==> src/rtl/prio_dual_arbiter_pkg.sv <==
// Shared types and helpers for the dual-channel priority arbiter.
package prio_arb_pkg;

  localparam int N_REQ = 10;
  localparam int IDX_W = 4;
  localparam logic [IDX_W-1:0] CODE_NONE = '0;

  typedef enum logic {
    IDLE  = 1'b0,
    GRANT = 1'b1
  } chan_state_t;

  // Grant code (index+1, 0 = none) to one-hot requester vector.
  function automatic logic [N_REQ-1:0] code2onehot(input logic [IDX_W-1:0] code);
    logic [N_REQ-1:0] oh;
    oh = '0;
    for (int i = 0; i < N_REQ; i++) begin
      if (code == IDX_W'(i + 1)) oh[i] = 1'b1;
    end
    return oh;
  endfunction

endpackage

==> src/rtl/prio_dual_arbiter_if.sv <==
// Requester-side bundle of the dual arbiter: request/enable in, grants out.
interface prio_dual_arbiter_if;
  import prio_arb_pkg::*;

  logic             en;
  logic [N_REQ-1:0] req;
  logic [N_REQ-1:0] gnt;
  logic [IDX_W-1:0] gnt_a_code;
  logic [IDX_W-1:0] gnt_b_code;
  logic             gnt_a_vld;
  logic             gnt_b_vld;
  logic             forced;

  modport master (
    output en, req,
    input  gnt, gnt_a_code, gnt_b_code, gnt_a_vld, gnt_b_vld, forced
  );

  modport slave (
    input  en, req,
    output gnt, gnt_a_code, gnt_b_code, gnt_a_vld, gnt_b_vld, forced
  );

endinterface

==> src/rtl/prio_dual_arbiter_enc.sv <==
// Enhanced priority encoder: codes of the highest and second-highest set bits.
module enhanced_prio
  import prio_arb_pkg::*;
(
  input  logic [N_REQ-1:0] r,
  output logic [IDX_W-1:0] fst,
  output logic [IDX_W-1:0] snd
);

  // Ascending scan: each new set bit pushes the previous winner down to second.
  always_comb begin
    fst = CODE_NONE;
    snd = CODE_NONE;
    for (int i = 0; i < N_REQ; i++) begin
      if (r[i]) begin
        snd = fst;
        fst = IDX_W'(i + 1);
      end
    end
  end

endmodule

==> src/rtl/prio_dual_arbiter.sv <==
// Two shared channels granted by fixed priority, with release handshake,
// hold-time limit and an anti-hog penalty for force-released owners.
module prio_dual_arbiter
  import prio_arb_pkg::*;
#(
  parameter int MAX_HOLD = 15
) (
  input  logic               clk,
  input  logic               rst_n,
  prio_dual_arbiter_if.slave bus
);

  localparam int HOLD_W = $clog2(MAX_HOLD + 1);

  chan_state_t       st_q   [2];
  chan_state_t       st_d   [2];
  logic [IDX_W-1:0]  code_q [2];
  logic [IDX_W-1:0]  code_d [2];
  logic [HOLD_W-1:0] hold_q [2];
  logic [HOLD_W-1:0] hold_d [2];
  logic [N_REQ-1:0]  pen_q, pen_d;
  logic [N_REQ-1:0]  gnt_q, gnt_d;
  logic              forced_q, forced_d;

  logic [N_REQ-1:0]  held, eligible, pref, cand;
  logic [IDX_W-1:0]  fst, snd;

  // Owners currently holding a channel are masked out so nobody owns both.
  always_comb begin
    held = '0;
    for (int c = 0; c < 2; c++) begin
      if (st_q[c] == GRANT) held = held | code2onehot(code_q[c]);
    end
  end

  assign eligible = bus.req & ~held;
  assign pref     = eligible & ~pen_q;
  assign cand     = (pref != '0) ? pref : eligible;

  enhanced_prio u_enc (
    .r   (cand),
    .fst (fst),
    .snd (snd)
  );

  // Next state: release/force of held channels, then new grants on idle ones.
  always_comb begin
    pen_d    = pen_q & bus.req;
    forced_d = 1'b0;
    for (int c = 0; c < 2; c++) begin
      st_d[c]   = st_q[c];
      code_d[c] = code_q[c];
      hold_d[c] = hold_q[c];
      if (st_q[c] == GRANT) begin
        if ((bus.req & code2onehot(code_q[c])) == '0) begin
          st_d[c]   = IDLE;
          code_d[c] = CODE_NONE;
          hold_d[c] = '0;
        end else if (hold_q[c] == HOLD_W'(MAX_HOLD)) begin
          st_d[c]   = IDLE;
          code_d[c] = CODE_NONE;
          hold_d[c] = '0;
          pen_d     = pen_d | code2onehot(code_q[c]);
          forced_d  = 1'b1;
        end else begin
          hold_d[c] = hold_q[c] + 1'b1;
        end
      end
    end

    if (bus.en && (cand != '0)) begin
      if (st_q[0] == IDLE) begin
        st_d[0]   = GRANT;
        code_d[0] = fst;
        hold_d[0] = HOLD_W'(1);
        pen_d     = pen_d & ~code2onehot(fst);
        if ((st_q[1] == IDLE) && (snd != CODE_NONE)) begin
          st_d[1]   = GRANT;
          code_d[1] = snd;
          hold_d[1] = HOLD_W'(1);
          pen_d     = pen_d & ~code2onehot(snd);
        end
      end else if (st_q[1] == IDLE) begin
        st_d[1]   = GRANT;
        code_d[1] = fst;
        hold_d[1] = HOLD_W'(1);
        pen_d     = pen_d & ~code2onehot(fst);
      end
    end

    gnt_d = code2onehot(code_d[0]) | code2onehot(code_d[1]);
  end

  // Registered channel state, penalty vector and outputs.
  always_ff @(posedge clk or negedge rst_n) begin
    if (!rst_n) begin
      for (int c = 0; c < 2; c++) begin
        st_q[c]   <= IDLE;
        code_q[c] <= CODE_NONE;
        hold_q[c] <= '0;
      end
      pen_q    <= '0;
      gnt_q    <= '0;
      forced_q <= 1'b0;
    end else begin
      for (int c = 0; c < 2; c++) begin
        st_q[c]   <= st_d[c];
        code_q[c] <= code_d[c];
        hold_q[c] <= hold_d[c];
      end
      pen_q    <= pen_d;
      gnt_q    <= gnt_d;
      forced_q <= forced_d;
    end
  end

  assign bus.gnt        = gnt_q;
  assign bus.gnt_a_code = code_q[0];
  assign bus.gnt_b_code = code_q[1];
  assign bus.gnt_a_vld  = (st_q[0] == GRANT);
  assign bus.gnt_b_vld  = (st_q[1] == GRANT);
  assign bus.forced     = forced_q;

endmodule

==> src/flat_wrapper.sv <==
// flat-port wrapper written by rule: the top's interface ports become plain ports
module prio_dual_arbiter_flat import prio_arb_pkg::*;
#(
  parameter int MAX_HOLD = 15
)
  (clk, rst_n, bus_en, bus_req, bus_gnt, bus_gnt_a_code, bus_gnt_b_code, bus_gnt_a_vld, bus_gnt_b_vld, bus_forced);
  prio_dual_arbiter_if bus_i ();
  input  logic clk;
  input  logic rst_n;
  input wire logic [$bits(bus_i.en)-1:0] bus_en;
  input wire logic [$bits(bus_i.req)-1:0] bus_req;
  output wire logic [$bits(bus_i.gnt)-1:0] bus_gnt;
  output wire logic [$bits(bus_i.gnt_a_code)-1:0] bus_gnt_a_code;
  output wire logic [$bits(bus_i.gnt_b_code)-1:0] bus_gnt_b_code;
  output wire logic [$bits(bus_i.gnt_a_vld)-1:0] bus_gnt_a_vld;
  output wire logic [$bits(bus_i.gnt_b_vld)-1:0] bus_gnt_b_vld;
  output wire logic [$bits(bus_i.forced)-1:0] bus_forced;
  assign bus_i.en = bus_en;
  assign bus_i.req = bus_req;
  assign bus_gnt = bus_i.gnt;
  assign bus_gnt_a_code = bus_i.gnt_a_code;
  assign bus_gnt_b_code = bus_i.gnt_b_code;
  assign bus_gnt_a_vld = bus_i.gnt_a_vld;
  assign bus_gnt_b_vld = bus_i.gnt_b_vld;
  assign bus_forced = bus_i.forced;
  prio_dual_arbiter #(.MAX_HOLD(MAX_HOLD)) u_core (.clk(clk), .rst_n(rst_n), .bus(bus_i));
endmodule
==> config.mk <==
export PLATFORM = sky130hd
export DESIGN_NAME = prio_dual_arbiter_flat
export DESIGN_NICKNAME = d
export VERILOG_FILES = /design/src/rtl/prio_dual_arbiter_pkg.sv /design/src/rtl/prio_dual_arbiter_if.sv /design/src/rtl/prio_dual_arbiter_enc.sv /design/src/rtl/prio_dual_arbiter.sv /design/src/flat_wrapper.sv
export SDC_FILE = /design/constraint.sdc
export NUM_CORES = 1
export LEC_CHECK = 0
export CORE_MARGIN = 2
export CORE_UTILIZATION = 45
export CTS_CLUSTER_DIAMETER = 60
export CTS_CLUSTER_SIZE = 25
export DETAILED_ROUTE_END_ITERATION = 6
export PLACE_DENSITY_LB_ADDON = 0.3
export SLEW_MARGIN = 15
export SYNTH_ARGS = -nofsm -noshare
export SYNTH_HDL_FRONTEND = slang
export SYNTH_SLANG_ARGS = --single-unit
export TNS_END_PERCENT = 100
==> constraint.sdc <==
create_clock -name clk -period 4.51 [get_ports clk]
set_input_delay 0.902 -clock clk [delete_from_list [all_inputs] [get_ports clk]]
set_output_delay 0.902 -clock clk [all_outputs]
set_load 0.02 [all_outputs]
==> results_dict.tcl <==
set metrics [dict create \
    htree_num_levels 2 \
    dr.first_iter.drc_count 376 \
    p_leak_nw 1.82 \
    final_nets 528 \
    place_area_um2 4340 \
    switchingPower_w 0.00121 \
    yosys.area.top_type_share_pct 28.8 \
    vias_per_cell 6.42 \
    syn_area_um2 3390 \
    root_buffer "clkbuf_8" \
    ioPinCount 34 \
    setup_tns_ns 0 \
    cp.arrival_ns 4.52 \
    coreArea_um2 7290 \
    tightest_slew_ns 0.867 \
    endpoint_kind "flip-flop" \
    finalMaxSlewViolations 0 \
    crit_path_start_kind "input pin" \
    crit_fanout 12 \
    first_pass_iters 6 \
    power_frac_comb_pct 68.8 \
    clockPowerShare_pct 9.7 \
    grt_pass1_wl_um 19500 \
    port_buffers 33 \
    antenna_cells 0 \
    yosys_warnings 0 \
    p_int_w 0.00126 \
    wl_um 12100 \
    worstPathRequired_ns 4.71 \
    peakVddDrop_v 0.000502 \
    grt_pass1_vias 3706 \
    initial_core_util_pct 46.5 \
    ys_types 80 \
    synthCells 414 \
    outcome "finished, final reports clean" \
    grt_overflow_total 0 \
    grt_max_degree 40 \
    setup_violations 0 \
    crit_type "in -> reg" \
    antenna_found_initial 0 \
    post_cts_buffers 0 \
    num_vias 3938 \
    synth.area.top_cells "dfrtp_1 29%, nor2_1 4.9%, a21oi_1 4.6%, nand2_1 4.1%, o221ai_2 3.1%" \
    worst_clock_skew_ns 0.00522 \
    cts_buffers 5 \
    yosys_most_used_dff "dfrtp_1" \
    drc_errors 0 \
    p_seq_share_pct 21.5 \
    hpwl_um 9330 \
    relSlewSlack_pct 42.2 \
    syn_avg_cell_area_um2 8.20 \
    fp.dieH_um 90.8 \
    clock_path_buffers 2 \
    clock_latency_ns 0.30 \
    place_congestion 1.01 \
    max_freq_mhz 231 \
    maxCapViolations 0 \
    die_width_um 90.8 \
    path_clk_slew_ns 0.08 \
    syn2layout_area_growth_pct 31.3 \
    rows 31 \
    final.min_clock_period_ns 4.32 \
    cts_tree "done" \
    synth_top_cell_by_area "dfrtp_1" \
    swShare_pct 49.0 \
    antenna_left 0 \
    synthArstFlopShare_pct 100 \
    cts_sinks 39 \
    grtUsageTotal_pct 29.6 \
    p_per_area_nw_per_um2 553 \
    final_layout_size_suffix_gt1_share_pct 24.7 \
    fin_crit_sh_pct 95.9 \
    synth-edff-count 0 \
    ys_seq_area_share_pct 28.8 \
    wire_per_inst_um 19.7 \
    final_area_um2 4460 \
    ys_ff_latch 39 \
    synth_nets 429 \
    final_hold_viol_count 0 \
    hold_class "reg -> reg" \
    die_area_um2 8250 \
]
## power by group through the flow
stage | Clock, W | Sequential (W) | Combinational, W
after floorplan | 0 | 0.000583 | 0.000935
after global placement | 0 | 0.000527 | 0.00162
after detailed placement | 0 | 0.000531 | 0.00165
after CTS | 0.000240 | 0.000525 | 0.00166
after global routing | 0.000254 | 0.000538 | 0.00183
final | 0.000239 | 0.000530 | 0.00170
## what timing repair did
| action | 4_1_cts | 5_1_grt |
|---|---|---|
| setup endpoints to repair | 0 | 11 |
| resized for setup | 0 | 5 |
| hold buffers | 0 | 0 |
## final cells by class
| type | instances | area, µm² |
|---|---|---|
| fillers | 675 | 2840 |
| multi-input cells | 345 | 2300 |
| flip-flops and latches | 39 | 976 |
| repair buffers | 114 | 933 |
| well taps | 99 | 124 |
| clock buffers | 5 | 68.8 |
| inverters | 8 | 30.0 |
| clock inverters | 3 | 20.0 |
## worst max-delay path, cell delays in order
cell and delay, ns:
clkdlybuf4s50_1 0.49, o221a_2 0.22, nor2b_2 0.21, nor4b_2 0.07, buf_4 0.19, a21o_1 0.17
or4_1 0.66, buf_4 0.20, o31ai_4 0.19, buf_4 0.21, nor2_1 0.08, a211oi_1 0.25
o32a_2 0.27, inv_2 0.09, o32ai_1 0.30
## cells by family (layout without fill, tap and decap cells)
kind of cell	after synthesis	after routing	synth area share, %
AND/OR/NAND/NOR	172	172	26.3
AO/OA/AOI/OAI	160	160	36.9
flip-flops	39	39	28.8
buffers and inverters	30	130	4.13
multiplexers	8	8	2.40
XOR/XNOR	3	3	0.774
adder cells (fa/ha/maj)	2	2	0.737
## synth_stat cells (all sizes together) (9+ instances only)
cell,n
nor2,44
dfrtp,39
nand2,38
a21oi,32
nor3,19
o21ai,18
o22ai,17
nand2b,13
buf,11
clkbuf,11
o221ai,9
## cells in the final DEF, fill, tap and decap left out, types with 3 or more instances in the layout
| cell | Yosys | layout |
|---|---|---|
| a211oi_1 | 8 | 8 |
| a21o_1 | 5 | 5 |
| a21oi_1 | 31 | 31 |
| a221oi_1 | 8 | 8 |
| a22o_1 | 4 | 4 |
| a22oi_1 | 3 | 3 |
| a31oi_1 | 3 | 3 |
| and2_1 | 4 | 4 |
| and3_1 | 4 | 4 |
| buf_4 | 4 | 81 |
| clkbuf_8 | 0 | 5 |
| clkdlybuf4s50_1 | 0 | 32 |
| dfrtp_1 | 39 | 39 |
| inv_1 | 6 | 6 |
| mux2i_1 | 7 | 7 |
| nand2_1 | 37 | 37 |
| nand2b_1 | 13 | 13 |
| nand3_1 | 8 | 8 |
| nand3b_1 | 5 | 5 |
| nand4_1 | 4 | 4 |
| nor2_1 | 44 | 44 |
| nor2b_1 | 6 | 5 |
| nor3_1 | 19 | 19 |
| nor3b_1 | 3 | 3 |
| o2111ai_1 | 3 | 3 |
| o211ai_1 | 4 | 4 |
| o21a_1 | 6 | 6 |
| o21ai_0 | 17 | 17 |
| o221ai_2 | 7 | 7 |
| o22a_1 | 4 | 4 |
| o22ai_1 | 14 | 12 |
| o22ai_2 | 3 | 5 |
| o32ai_1 | 8 | 8 |
| or2_2 | 4 | 4 |
| or3_1 | 5 | 5 |
| xnor2_1 | 3 | 3 |
## stage by stage
| stage | worst slack (ns) | utilization [%] | power, W | hold WS (ns) | instances |
|---|---|---|---|---|---|
| global placement | -0.0595 | 59.5 | 0.00215 | 0.489 | 605 |
| CTS | 0.161 | 60.7 | 0.00243 | 0.507 | 613 |
| floorplan | 0.579 | - | 0.00152 | 0.471 | 414 |
| detailed placement | -0.134 | 59.5 | 0.00218 | 0.496 | 605 |
| global route | -0.00347 | 61.1 | 0.00262 | 0.562 | 613 |
| finish | 0.187 | 61.1 | 0.00246 | 0.507 | 613 |
## sequential cells by signal (all words and copies together) (netlist names)
signal                 count
u_core.bus.gnt            10
u_core.pen_q              10
u_core.hold_q              8
u_core.bus.gnt_a_code      4
u_core.bus.gnt_b_code      4
u_core.bus.forced          1
u_core.bus.gnt_a_vld       1
u_core.bus.gnt_b_vld       1
## routing by layer
layer	up-vias	wire (µm)	GRT usage, %
met5	-	0	0
met4	0	264	8.46
met3	28	893	3.59
met2	221	5430	46.6
met1	1881	5490	42.7
li1	1808	-	-
## path summary, 6_finish.rpt
| path | to | from | slack, ns | cells past startpoint |
|---|---|---|---|---|
| setup / recovery | u_core.bus.gnt[9] | bus_req[8] | 0.19 | 15 |
| hold / removal | u_core.hold_q[4] | u_core.hold_q[4] | 0.51 | 1 |
| setup reg to reg | u_core.bus.gnt[1] | u_core.bus.gnt_a_code[0] | 0.34 | 14 |
| hold reg to reg | u_core.hold_q[4] | u_core.hold_q[4] | 0.51 | 1 |
| max in group asynchronous | u_core.pen_q[7] | rst_n | 3.26 | 1 |
| min in group asynchronous | u_core.bus.gnt[3] | rst_n | 0.70 | 1 |
(Power assumes the default switching activity.)
==> patch (same flow settings) <==
Set the package constant `N_REQ` to 12 (it was 10).
--- a/src/rtl/prio_dual_arbiter_pkg.sv
+++ b/src/rtl/prio_dual_arbiter_pkg.sv
@@ -2,5 +2,5 @@
 package prio_arb_pkg;
 
-  localparam int N_REQ = 10;
+  localparam int N_REQ = 12;
   localparam int IDX_W = 4;
   localparam logic [IDX_W-1:0] CODE_NONE = '0;
Interface: changed (resized bus_gnt and bus_req); port bits go from 34 to 38. No check against the original RTL was run, so the function may have changed too.
==> patch against the unedited design <==
The run now ends with negative setup slack left. Non-clock buffer count is 51 higher. Sequential cell count is 4 higher. Sequential power up 9.2%. Routed wire length is 30% higher. Total power increased by 26%. Area after synthesis is 18% higher. Sequential share of layout area down 2.9 points. Combinational power rose by 29%. Count of clock-buffer cells in the layout did not move. First-iteration DRC count rose by 10%. Design area rose by 28%. Utilization rose by 4.5 points. Setup slack got worse by 0.28 ns. Largest cell class unchanged. Highest routed layer unchanged.
==> patch: results (changes against the unedited design) <==
The x dimension of the die came to 98.3 um (+8.2%). The pin slew with the least headroom to its limit came out at 0.965 ns (+0.0975 ns). The number of instances in the placed design is 716 (+18%). The number of cell instances on the worst register-to-register path is 17 (+3). The number of iterations in the first detailed-routing pass is 5 (-1). The peak supply drop was 0.000415 V (-17%).

The largest net degree at the start of global routing came out at 44 (+10%). The post-synthesis compound-gate area fraction came out at 38.2% (+1.3 points). The final weighted congestion of routability-driven global placement is 1.04 (+3.2%). The via count of the first global-routing pass came out at 4565 (+23%). The worst clock skew is 0.0131 ns (+0.00790 ns). The minimum setup slack in the final design came out at -0.0913 ns (-0.278 ns). The register clock-pin slew on the reported worst setup and hold paths came out at 0.10 ns (+0.02 ns). The overall fraction of global-route tracks in use is 30.8% (+1.2 points). By area the synthesized netlist is led by sky130_fd_sc_hd__dfrtp_1 (27%), sky130_fd_sc_hd__nor2_1 (4.7%), sky130_fd_sc_hd__a21oi_1 (4.3%).

The total leakage power came out at 2.36 nW (+30%). The checks that failed: negative setup slack. The final hold slack is 0.517 ns (+0.00910 ns). The cell with the largest stage delay on the worst path is sky130_fd_sc_hd__clkdlybuf4s50_1.

The data arrival at the endpoint of the critical path came out at 4.79 ns (+0.27 ns). The commonest cells after synthesis are sky130_fd_sc_hd__nor2_1 (50), sky130_fd_sc_hd__dfrtp_1 (43), sky130_fd_sc_hd__nand2_1 (43). The end of the worst register-to-register path is u_core.bus.gnt[7]$_DFF_PN0_. The unique cell type count in the Yosys netlist is 91 (+14%).

The number of nets produced by synthesis is 492 (+15%). The number of nets at the end of the flow came to 640 (+21%). The post-synthesis share of cell area spent on full adders, half adders and majority gates came to 0.907% (+0.17 points). The half-perimeter wire length after placement came out at 11400 um (+23%). The number of buffers inserted by port buffering is 37 (+12%). The sequential cell area fraction in the yosys report came to 26.9% (-1.9 points). The count of final setup violators was 2 (+2). The portion of netlist area occupied by mux cells came to 2.09% (-0.30 points). The vias after detailed routing came out at 4794 (+22%).

The iteration-0 DRC count of the detailed router is 415 (+10%). The routed wire length came out at 15700 um (+30%). The global-route wire length before repair came out at 24100 um (+23%). The highest cell delay on the worst timing path came out at 0.43 ns (-0.23 ns). The fraction of layout instances using a drive strength above 1 is 34.5% (+9.7 points). The synthesized instance count is 475 (+15%).

The flow ran to the end, but the final reports show violations.
## patch: cell types whose count changed in the layout (fill, tap and decap cells not counted), sizes merged, moves of 6 or more
cell   unedited run  this run
nor2             44        51
o41ai             0        15
nor2b             6        12
o32ai             8         0
a31oi             3        15
nand2            38        44
buf              82       129
o22ai            17        11
inv               8        19
o21ai            18        24
## patch: area by class of cell
cell class | instances | area [um^2]
Fill cell | 716 | 2990
Multi-Input combinational cell | 390 | 2940
Timing Repair Buffer | 165 | 1350
Sequential cell | 43 | 1080
Tap cell | 108 | 135
Inverter | 18 | 70.1
Clock buffer | 5 | 68.8
Clock inverter | 3 | 46.3
## patch: logic make-up (layout without fill, tap and decap cells)
kind of cell,after synthesis,in the layout
AOI/OAI and AO/OA,181,181
and+or+nand+nor,194,194
buffers and inverters,42,191
DFF,43,43
muxes,8,8
xor gates and xnor gates,4,4
adders and majority gates,3,3
## patch: how the worst max path moves through the flow
stage | cells past startpoint | end | start | slack [ns]
after detailed placement | 17 | u_core.bus.gnt[4]$_DFF_PN0_ | bus_req[2] | -0.33
after global routing | 17 | u_core.bus.gnt[7]$_DFF_PN0_ | bus_req[2] | -0.20
after global placement | 17 | u_core.bus.gnt[4]$_DFF_PN0_ | bus_req[2] | -0.27
final | 17 | u_core.bus.gnt[7]$_DFF_PN0_ | bus_req[2] | -0.09
after CTS | 17 | u_core.bus.gnt[6]$_DFF_PN0_ | bus_req[0] | 0.0009
after floorplan | 12 | u_core.bus.gnt[11]$_DFF_PN0_ | bus_req[0] | 0.63
## patch: repair_timing
| item | 4_1_cts | 5_1_grt |
|---|---|---|
| endpoints found under the setup margin | 4 | 14 |
| hold endpoints to repair | 0 | 0 |
| resized for setup | 1 | 38 |
| hold buffers | 0 | 0 |
| pin swaps | 0 | 6 |
| buffers inserted | 0 | 8 |
## patch: metal layers
metal	track usage [%]	wire [um]	up-vias	share of wire, %
li1	-	-	2151	-
met1	41.9	6400	2311	41
met2	48.8	7350	276	47
met3	5.01	1270	56	8.1
met4	12.4	629	0	4.0
met5	0	0	-	0
## patch: critical path: cells and delay by family
family          cells  cell delay, ns
compound gates      6            1.66
simple gates        6            1.07
buf+inv             5            1.14
## patch: report_power, final
part           switching [W]  internal [W]
clock network       0.000156      0.000167
logic                0.00128      0.000924
registers          0.0000999      0.000479
## patch: per-stage QoR
stage | worst slack, ns | area, um^2 | TNS, ns
2_1_floorplan | 0.631 | 4000 | 0
3_3_place_gp | -0.270 | 5300 | -2.26
3_5_place_dp | -0.325 | 5300 | -3.15
4_1_cts | 0.000891 | 5420 | 0
5_1_grt | -0.200 | 5690 | -0.747
6_report | -0.0913 | 5690 | -0.127
